**config.mk**
```make
export PLATFORM = sky130hd
export DESIGN_NAME = wb_debug_master_flat
export DESIGN_NICKNAME = d
export VERILOG_FILES = /design/src/rtl/wb_debug_master_if.sv /design/src/rtl/wb_debug_master.sv /design/src/flat_wrapper.sv
export SDC_FILE = /design/constraint.sdc
export NUM_CORES = 1
export LEC_CHECK = 0
export ABC_AREA = 1
export BUFFER_PORTS_ARGS = -buffer_cell sky130_fd_sc_hd__buf_2
export CORE_ASPECT_RATIO = 0.6
export CORE_MARGIN = 5
export CORE_UTILIZATION = 45
export DETAILED_ROUTE_END_ITERATION = 10
export PLACE_DENSITY = 0.83
export SLEW_MARGIN = 20
export SYNTH_ARGS = -nofsm -noshare
export SYNTH_HDL_FRONTEND = slang
export SYNTH_SLANG_ARGS = --single-unit
```
**constraint.sdc**
```tcl
create_clock -name clk_i -period 1.55 [get_ports clk_i]
set_clock_uncertainty 0.05 [all_clocks]
set_input_delay 0.0775 -clock clk_i [delete_from_list [all_inputs] [get_ports clk_i]]
set_output_delay 0.0775 -clock clk_i [all_outputs]
set_load 0.02 [all_outputs]
```
**src/rtl/wb_debug_master_if.sv**
```systemverilog
// Wishbone single-transaction bus bundle between the debug bridge (master) and the fabric (slave).
`timescale 1ns/1ps
interface wb_debug_master_if;
  logic        cyc;
  logic        stb;
  logic        we;
  logic [31:0] adr;
  logic [3:0]  sel;
  logic [31:0] dat_o;
  logic [31:0] dat_i;
  logic        ack;

  modport master (output cyc, stb, we, adr, sel, dat_o, input dat_i, ack);
  modport slave  (input cyc, stb, we, adr, sel, dat_o, output dat_i, ack);
endinterface

```
**src/rtl/wb_debug_master.sv**
```systemverilog
// Byte-stream to Wishbone debug bridge: 0x52 read / 0x57 write commands become single bus cycles.
// Optional bus-ack timeout is built only when DBGM_TIMEOUT_EN is defined.
`timescale 1ns/1ps
module wb_debug_master #(
  parameter int unsigned TIMEOUT = 1024
) (
  input  logic                    clk_i,
  input  logic                    rst_i,
  wb_debug_master_if.master       bus,
  input  logic [7:0]              rx_data,
  input  logic                    rx_valid,
  output logic [7:0]              tx_data,
  output logic                    tx_valid,
  input  logic                    tx_ready,
  output logic                    busy
);

  localparam int unsigned AW = 32;
  localparam int unsigned DW = 32;
  localparam int unsigned BW = 8;

  localparam logic [BW-1:0] CMD_RD = 8'h52;
  localparam logic [BW-1:0] CMD_WR = 8'h57;
  localparam logic [BW-1:0] RSP_OK = 8'h4B;
  localparam logic [BW-1:0] RSP_TO = 8'h45;

  typedef enum logic [2:0] {
    S_IDLE,
    S_ADDR,
    S_DATA,
    S_BUS,
    S_RESP
  } state_e;

  if (TIMEOUT == 0) begin : g_bad_timeout
    $error("wb_debug_master: TIMEOUT must be nonzero");
  end

`ifdef DBGM_TIMEOUT_EN
  localparam int unsigned TMO_W = (TIMEOUT > 1) ? $clog2(TIMEOUT) : 1;
  logic [TMO_W-1:0] tmo_q;
`endif

  state_e          state_q;
  logic [1:0]      cnt_q;
  logic [1:0]      last_q;
  logic            is_wr_q;
  logic            cyc_q;
  logic            stb_q;
  logic            we_q;
  logic [AW-1:0]   adr_q;
  logic [3:0]      sel_q;
  logic [DW-1:0]   wdat_q;
  logic [DW-1:0]   rsp_q;
  logic [BW-1:0]   tx_data_q;
  logic            tx_valid_q;
  logic            busy_q;

  // Command decode, bus cycle and response serialisation.
  always_ff @(posedge clk_i) begin
    if (rst_i) begin
      state_q    <= S_IDLE;
      cnt_q      <= '0;
      last_q     <= '0;
      is_wr_q    <= 1'b0;
      cyc_q      <= 1'b0;
      stb_q      <= 1'b0;
      we_q       <= 1'b0;
      adr_q      <= '0;
      sel_q      <= '0;
      wdat_q     <= '0;
      rsp_q      <= '0;
      tx_data_q  <= '0;
      tx_valid_q <= 1'b0;
      busy_q     <= 1'b0;
`ifdef DBGM_TIMEOUT_EN
      tmo_q      <= '0;
`endif
    end else begin
`ifdef DBGM_TIMEOUT_EN
      if (state_q != S_BUS) tmo_q <= '0;
`endif
      case (state_q)
        S_IDLE: begin
          if (rx_valid && (rx_data == CMD_RD || rx_data == CMD_WR)) begin
            is_wr_q <= (rx_data == CMD_WR);
            cnt_q   <= '0;
            busy_q  <= 1'b1;
            state_q <= S_ADDR;
          end
        end

        S_ADDR: begin
          if (rx_valid) begin
            adr_q <= {adr_q[AW-BW-1:0], rx_data};
            cnt_q <= cnt_q + 2'd1;
            if (cnt_q == 2'd3) begin
              if (is_wr_q) begin
                state_q <= S_DATA;
              end else begin
                cyc_q   <= 1'b1;
                stb_q   <= 1'b1;
                we_q    <= 1'b0;
                sel_q   <= 4'hF;
                state_q <= S_BUS;
              end
            end
          end
        end

        S_DATA: begin
          if (rx_valid) begin
            wdat_q <= {wdat_q[DW-BW-1:0], rx_data};
            cnt_q  <= cnt_q + 2'd1;
            if (cnt_q == 2'd3) begin
              cyc_q   <= 1'b1;
              stb_q   <= 1'b1;
              we_q    <= 1'b1;
              sel_q   <= 4'hF;
              state_q <= S_BUS;
            end
          end
        end

        S_BUS: begin
          if (bus.ack) begin
            cyc_q      <= 1'b0;
            stb_q      <= 1'b0;
            we_q       <= 1'b0;
            sel_q      <= '0;
            tx_valid_q <= 1'b1;
            cnt_q      <= '0;
            state_q    <= S_RESP;
            if (is_wr_q) begin
              tx_data_q <= RSP_OK;
              last_q    <= 2'd0;
            end else begin
              tx_data_q <= bus.dat_i[DW-1:DW-BW];
              rsp_q     <= {bus.dat_i[DW-BW-1:0], 8'h00};
              last_q    <= 2'd3;
            end
          end
`ifdef DBGM_TIMEOUT_EN
          // Abandon the cycle after TIMEOUT unacknowledged strobe cycles.
          else if (tmo_q == TMO_W'(TIMEOUT - 1)) begin
            cyc_q      <= 1'b0;
            stb_q      <= 1'b0;
            we_q       <= 1'b0;
            sel_q      <= '0;
            tx_valid_q <= 1'b1;
            tx_data_q  <= RSP_TO;
            last_q     <= 2'd0;
            cnt_q      <= '0;
            state_q    <= S_RESP;
          end else begin
            tmo_q <= tmo_q + TMO_W'(1);
          end
`endif
        end

        S_RESP: begin
          if (tx_ready) begin
            if (cnt_q == last_q) begin
              tx_valid_q <= 1'b0;
              busy_q     <= 1'b0;
              state_q    <= S_IDLE;
            end else begin
              tx_data_q <= rsp_q[DW-1:DW-BW];
              rsp_q     <= {rsp_q[DW-BW-1:0], 8'h00};
              cnt_q     <= cnt_q + 2'd1;
            end
          end
        end

        default: begin
          state_q <= S_IDLE;
        end
      endcase
    end
  end

  assign bus.cyc   = cyc_q;
  assign bus.stb   = stb_q;
  assign bus.we    = we_q;
  assign bus.adr   = adr_q;
  assign bus.sel   = sel_q;
  assign bus.dat_o = wdat_q;
  assign tx_data   = tx_data_q;
  assign tx_valid  = tx_valid_q;
  assign busy      = busy_q;

endmodule
```
**src/flat_wrapper.sv**
```systemverilog
// flat-port wrapper written by rule: the top's interface ports become plain ports
module wb_debug_master_flat 
#(
  parameter int unsigned TIMEOUT = 1024
)
  (clk_i, rst_i, rx_data, rx_valid, tx_data, tx_valid, tx_ready, busy, bus_cyc, bus_stb, bus_we, bus_adr, bus_sel, bus_dat_o, bus_dat_i, bus_ack);
  wb_debug_master_if bus_i ();
  input  logic clk_i;
  input  logic rst_i;
  input  logic [7:0] rx_data;
  input  logic rx_valid;
  output logic [7:0] tx_data;
  output logic tx_valid;
  input  logic tx_ready;
  output logic busy;
  output wire logic [$bits(bus_i.cyc)-1:0] bus_cyc;
  output wire logic [$bits(bus_i.stb)-1:0] bus_stb;
  output wire logic [$bits(bus_i.we)-1:0] bus_we;
  output wire logic [$bits(bus_i.adr)-1:0] bus_adr;
  output wire logic [$bits(bus_i.sel)-1:0] bus_sel;
  output wire logic [$bits(bus_i.dat_o)-1:0] bus_dat_o;
  input wire logic [$bits(bus_i.dat_i)-1:0] bus_dat_i;
  input wire logic [$bits(bus_i.ack)-1:0] bus_ack;
  assign bus_cyc = bus_i.cyc;
  assign bus_stb = bus_i.stb;
  assign bus_we = bus_i.we;
  assign bus_adr = bus_i.adr;
  assign bus_sel = bus_i.sel;
  assign bus_dat_o = bus_i.dat_o;
  assign bus_i.dat_i = bus_dat_i;
  assign bus_i.ack = bus_ack;
  wb_debug_master #(.TIMEOUT(TIMEOUT)) u_core (.clk_i(clk_i), .rst_i(rst_i), .bus(bus_i), .rx_data(rx_data), .rx_valid(rx_valid), .tx_data(tx_data), .tx_valid(tx_valid), .tx_ready(tx_ready), .busy(busy));
endmodule
```
==> results.rst <==
.. list-table::
   :header-rows: 1

   * - Metric
     - Value
   * - Initial standard-cell utilization of the core
     - 46.0%
   * - Global-route track usage on met1
     - 28.3%
   * - Register cell area after layout
     - 2150 sq um
   * - Arithmetic-cell share of the synthesized area counting full adders, half adders and majority gates
     - 0.277%
   * - Met2 GRT Util
     - 26.1%
   * - Post-Syn Area per Cell
     - 7.08 sq um
   * - Failing checks
     - negative setup slack
   * - Final-report hold violation count
     - 0
   * - Number of antenna violations at the first check in global routing
     - 0
   * - Most frequent standard cell in the layout excluding fill and tap cells
     - buf_2
   * - Flop2flop setup slack
     - -0.08 ns
   * - PD cells
     - 1670 nW/um^2
   * - Cell variety after synth
     - 25
   * - TritonCTS buffer count
     - 9
   * - Post-layout instance area
     - 6270 sq um
   * - Worst hold-check path type
     - in2reg
   * - Worst-case vdd ir drop
     - 0.000837 V
   * - Final-report setup violation count
     - 16
   * - Total placed cells including tap cells
     - 898
   * - Category of cells accounting for the largest share of critical-path delay
     - simple AND/OR/NAND/NOR gates
   * - Placer congestion estimate
     - 0.928
   * - Wire length of the first global-routing pass
     - 18.7 mm
   * - Final wirelength
     - 13.4 mm
   * - Fin. max-slew vios
     - 0
   * - Pin count of the biggest net entering global routing
     - 65
   * - Placed Instance Area
     - 5480 sq um
   * - Worst hold-check slack
     - 0.00322 ns
   * - Buffer cell driving the clock tree root
     - clkbuf_16
   * - Post-Syn Nets
     - 683
   * - Worst stage delay on the critical path
     - 0.38 ns
   * - FILL cells
     - 849
   * - Via count of the first global-routing pass
     - 3813
   * - Final critical-path share of the clock period
     - 105%
   * - Area growth syn-to-layout
     - 39.2%
   * - Global routing usage summed across all routing layers
     - 18.7%
   * - Simple logic cell fraction of the synthesized area
     - 27.7%
   * - Multi-input logic area
     - 2170 sq um
   * - Worst slew pin tran
     - 0.337 ns
   * - Die width
     - 139 um
   * - Synthesized-area fraction occupied by ao, oa, aoi and oai cells
     - 15.3%
   * - Slack of the critical path
     - -0.0762 ns
   * - Full die area
     - 12200 sq um
   * - Syn Inst Count
     - 637
   * - Cell chain of the critical path
     - inv_4 > nand2_4 > nor2_8 > nand3_4 > o21ai_4 > nor2_4 > buf_6 > clkbuf_16 > nand3_2 > nand2_1 > nor2_1
   * - Remaining number of nets flagged by the antenna check after routing
     - 0
   * - Type of origin of the critical path
     - flip-flop
   * - Sequential cell area fraction in the yosys report
     - 47.5%
   * - Number of DRC violations after detailed-routing iteration 0
     - 416
   * - Crit path max-delay cell type
     - dfxtp_4
   * - Synthesis warning total
     - 0
   * - Routed WL per cell
     - 14.3 um
   * - Most Crowded Layer GR
     - met1
   * - Met3 usage in global routing
     - 5.07%
   * - Multiplexer area fraction after synthesis
     - 0%
   * - Maximum fanout count along the critical path
     - 6
   * - Buffering stage count on the worst path with inverters included
     - 3
   * - Commonest cells after routing, fill and taps aside
     - buf_2 (125), nor2_1 (115), nand2_1 (111)
   * - Antenna cell count
     - 0
   * - Area share of xor/xnor cells in the synthesized design
     - 0%
   * - Standard-cell rows
     - 28
   * - DRC viols
     - 0
   * - Critical Path AT
     - 1.84 ns
   * - Count of boundary I/O pins
     - 126
   * - Clock latency of the later-clocked register in the worst-skew pair
     - 0.34 ns
   * - Via-to-Cell Ratio
     - 4.94
   * - Worst rel slew slack
     - 77.5%
   * - Number of port buffers
     - 125
   * - Synthesis-stage register bit count
     - 107
   * - CP required
     - 1.76 ns
   * - Number of buffers between clock root and the deepest sink
     - 2
   * - CP Capture Type
     - flip-flop
   * - Minimum period implied by the final worst setup slack
     - 1.63 ns
   * - Overflow after GRT
     - 0
   * - Layout cell share with drive strength beyond 1
     - 33.6%
   * - Non-filler instance count after layout
     - 936
   * - Die Height
     - 87.5 um
   * - Clock Pin Slew Worst Setup and Hold Paths
     - 0.07 ns
   * - Number of optimization iterations in the first detailed-route pass
     - 5
   * - Leak Pwr
     - 3.05 nW
   * - RSZ-0062 raised after global routing
     - yes
   * - Max-cap violations
     - 0
   * - Clk sink count
     - 107
   * - Netlist area before placement
     - 4510 sq um
   * - Status
     - finished, violations left
   * - Startpoint-to-endpoint class of the critical path
     - reg2reg
   * - Combinational family with the most area after synthesis
     - simple AND/OR/NAND/NOR gates
   * - Total half-perimeter wirelength after legalization and detailed placement
     - 8.47 mm
   * - Placeable core area
     - 9810 sq um
   * - Number of H-tree levels
     - 3
   * - Post-layout nets
     - 842
   * - Overall via count from detail_route
     - 4625
   * - Upper clock frequency limit
     - 0.615 GHz
   * - CTS tree
     - done
-- cell families (layout without fill, tap and decap cells) --
kind of cell	after synthesis	in the layout
compound gates	134	134
fa+ha+maj	1	1
buf+inv	93	257
flops	107	107
simple gates	302	302
-- worst reg2reg max path, cell delays in order, from the launching register on --
cell and delay (ns):
dfxtp_4 0.38, inv_4 0.09, nand2_4 0.08, nor2_8 0.14, nand3_4 0.10, o21ai_4 0.08, nor2_4 0.07, buf_6 0.14
clkbuf_16 0.16, nand3_2 0.05, nand2_1 0.05, nor2_1 0.16
-- flip-flops by register name (all words and copies together), names as in the netlist --
| register | flops |
|---|---|
| u_core.state_q | 3 |
| u_core.is_wr_q | 1 |
| u_core.tx_valid | 1 |
| u_core.busy | 1 |
| u_core.tx_data | 8 |
| u_core.rsp_q | 24 |
| u_core.bus.we | 1 |
| u_core.last_q | 1 |
| u_core.bus.dat_o | 32 |
| u_core.cnt_q | 2 |
| u_core.bus.adr | 32 |
| u_core.bus.sel | 1 |
-- metal layers --
metal | up-vias | share of wire [%]
li1 | 2338 | -
met1 | 2095 | 48
met2 | 178 | 44
met3 | 14 | 7.5
met4 | 0 | 1.2
met5 | - | 0
-- metrics by stage --
step	power (mW)	setup TNS [ns]	setup slack [ns]	utilization (%)
2_1_floorplan	6.32	0	0.0167	-
3_3_place_gp	7.42	-0.0199	-0.0136	55.9
3_5_place_dp	7.48	-0.184	-0.0359	55.9
4_1_cts	9.70	0	0.00706	59.7
5_1_grt	11.1	-2.47	-0.157	64.0
6_report	10.5	-0.467	-0.0762	64.0
-- report_power, final --
group | switching, mW | leakage [nW] | internal, mW
clock | 1.07 | 0.138 | 1.12
combinational | 2.52 | 2.04 | 1.77
sequential | 0.545 | 0.873 | 3.45
-- synthesized netlist by cell type (all sizes together) --
cell | instances | area (sq um)
nor2 | 138 | 572
nand2 | 126 | 485
dfxtp | 107 | 2140
o21ai | 87 | 454
inv | 53 | 201
a21oi | 46 | 230
nand3 | 36 | 180
clkbuf | 22 | 82.6
buf | 18 | 129
ha | 1 | 12.5
nand3b | 1 | 7.51
nor3 | 1 | 5.00
o211ai | 1 | 7.51
-- worst paths after layout --
| check | from | to | cells after the start |
|---|---|---|---|
| hold / removal | bus_dat_i[0] | u_core.rsp_q[8] | 5 |
| setup / recovery | u_core.state_q[0] | u_core.rsp_q[17] | 11 |
| hold reg to reg | u_core.bus.dat_o[26] | u_core.bus.dat_o[26] | 2 |
| setup reg to reg | u_core.state_q[0] | u_core.rsp_q[17] | 11 |
-- area by class of cell --
class	instances	share of cell area, %
clock buffers	9	3.59
clock inverters	7	0.937
inverters	53	3.29
multi-input cells	437	34.6
flip-flops and latches	107	34.3
well taps	135	2.69
repair buffers	188	20.6
-- what timing repair did --
item                       in CTS  in global routing
cloned                          0                  6
pin swaps                       0                 13
setup endpoints to repair      14                 68
buffers inserted                0                  8
hold endpoints to repair       10                  0
hold buffers                    8                  0
resized for setup               5                 79
Power figures use the tool's default switching activity.
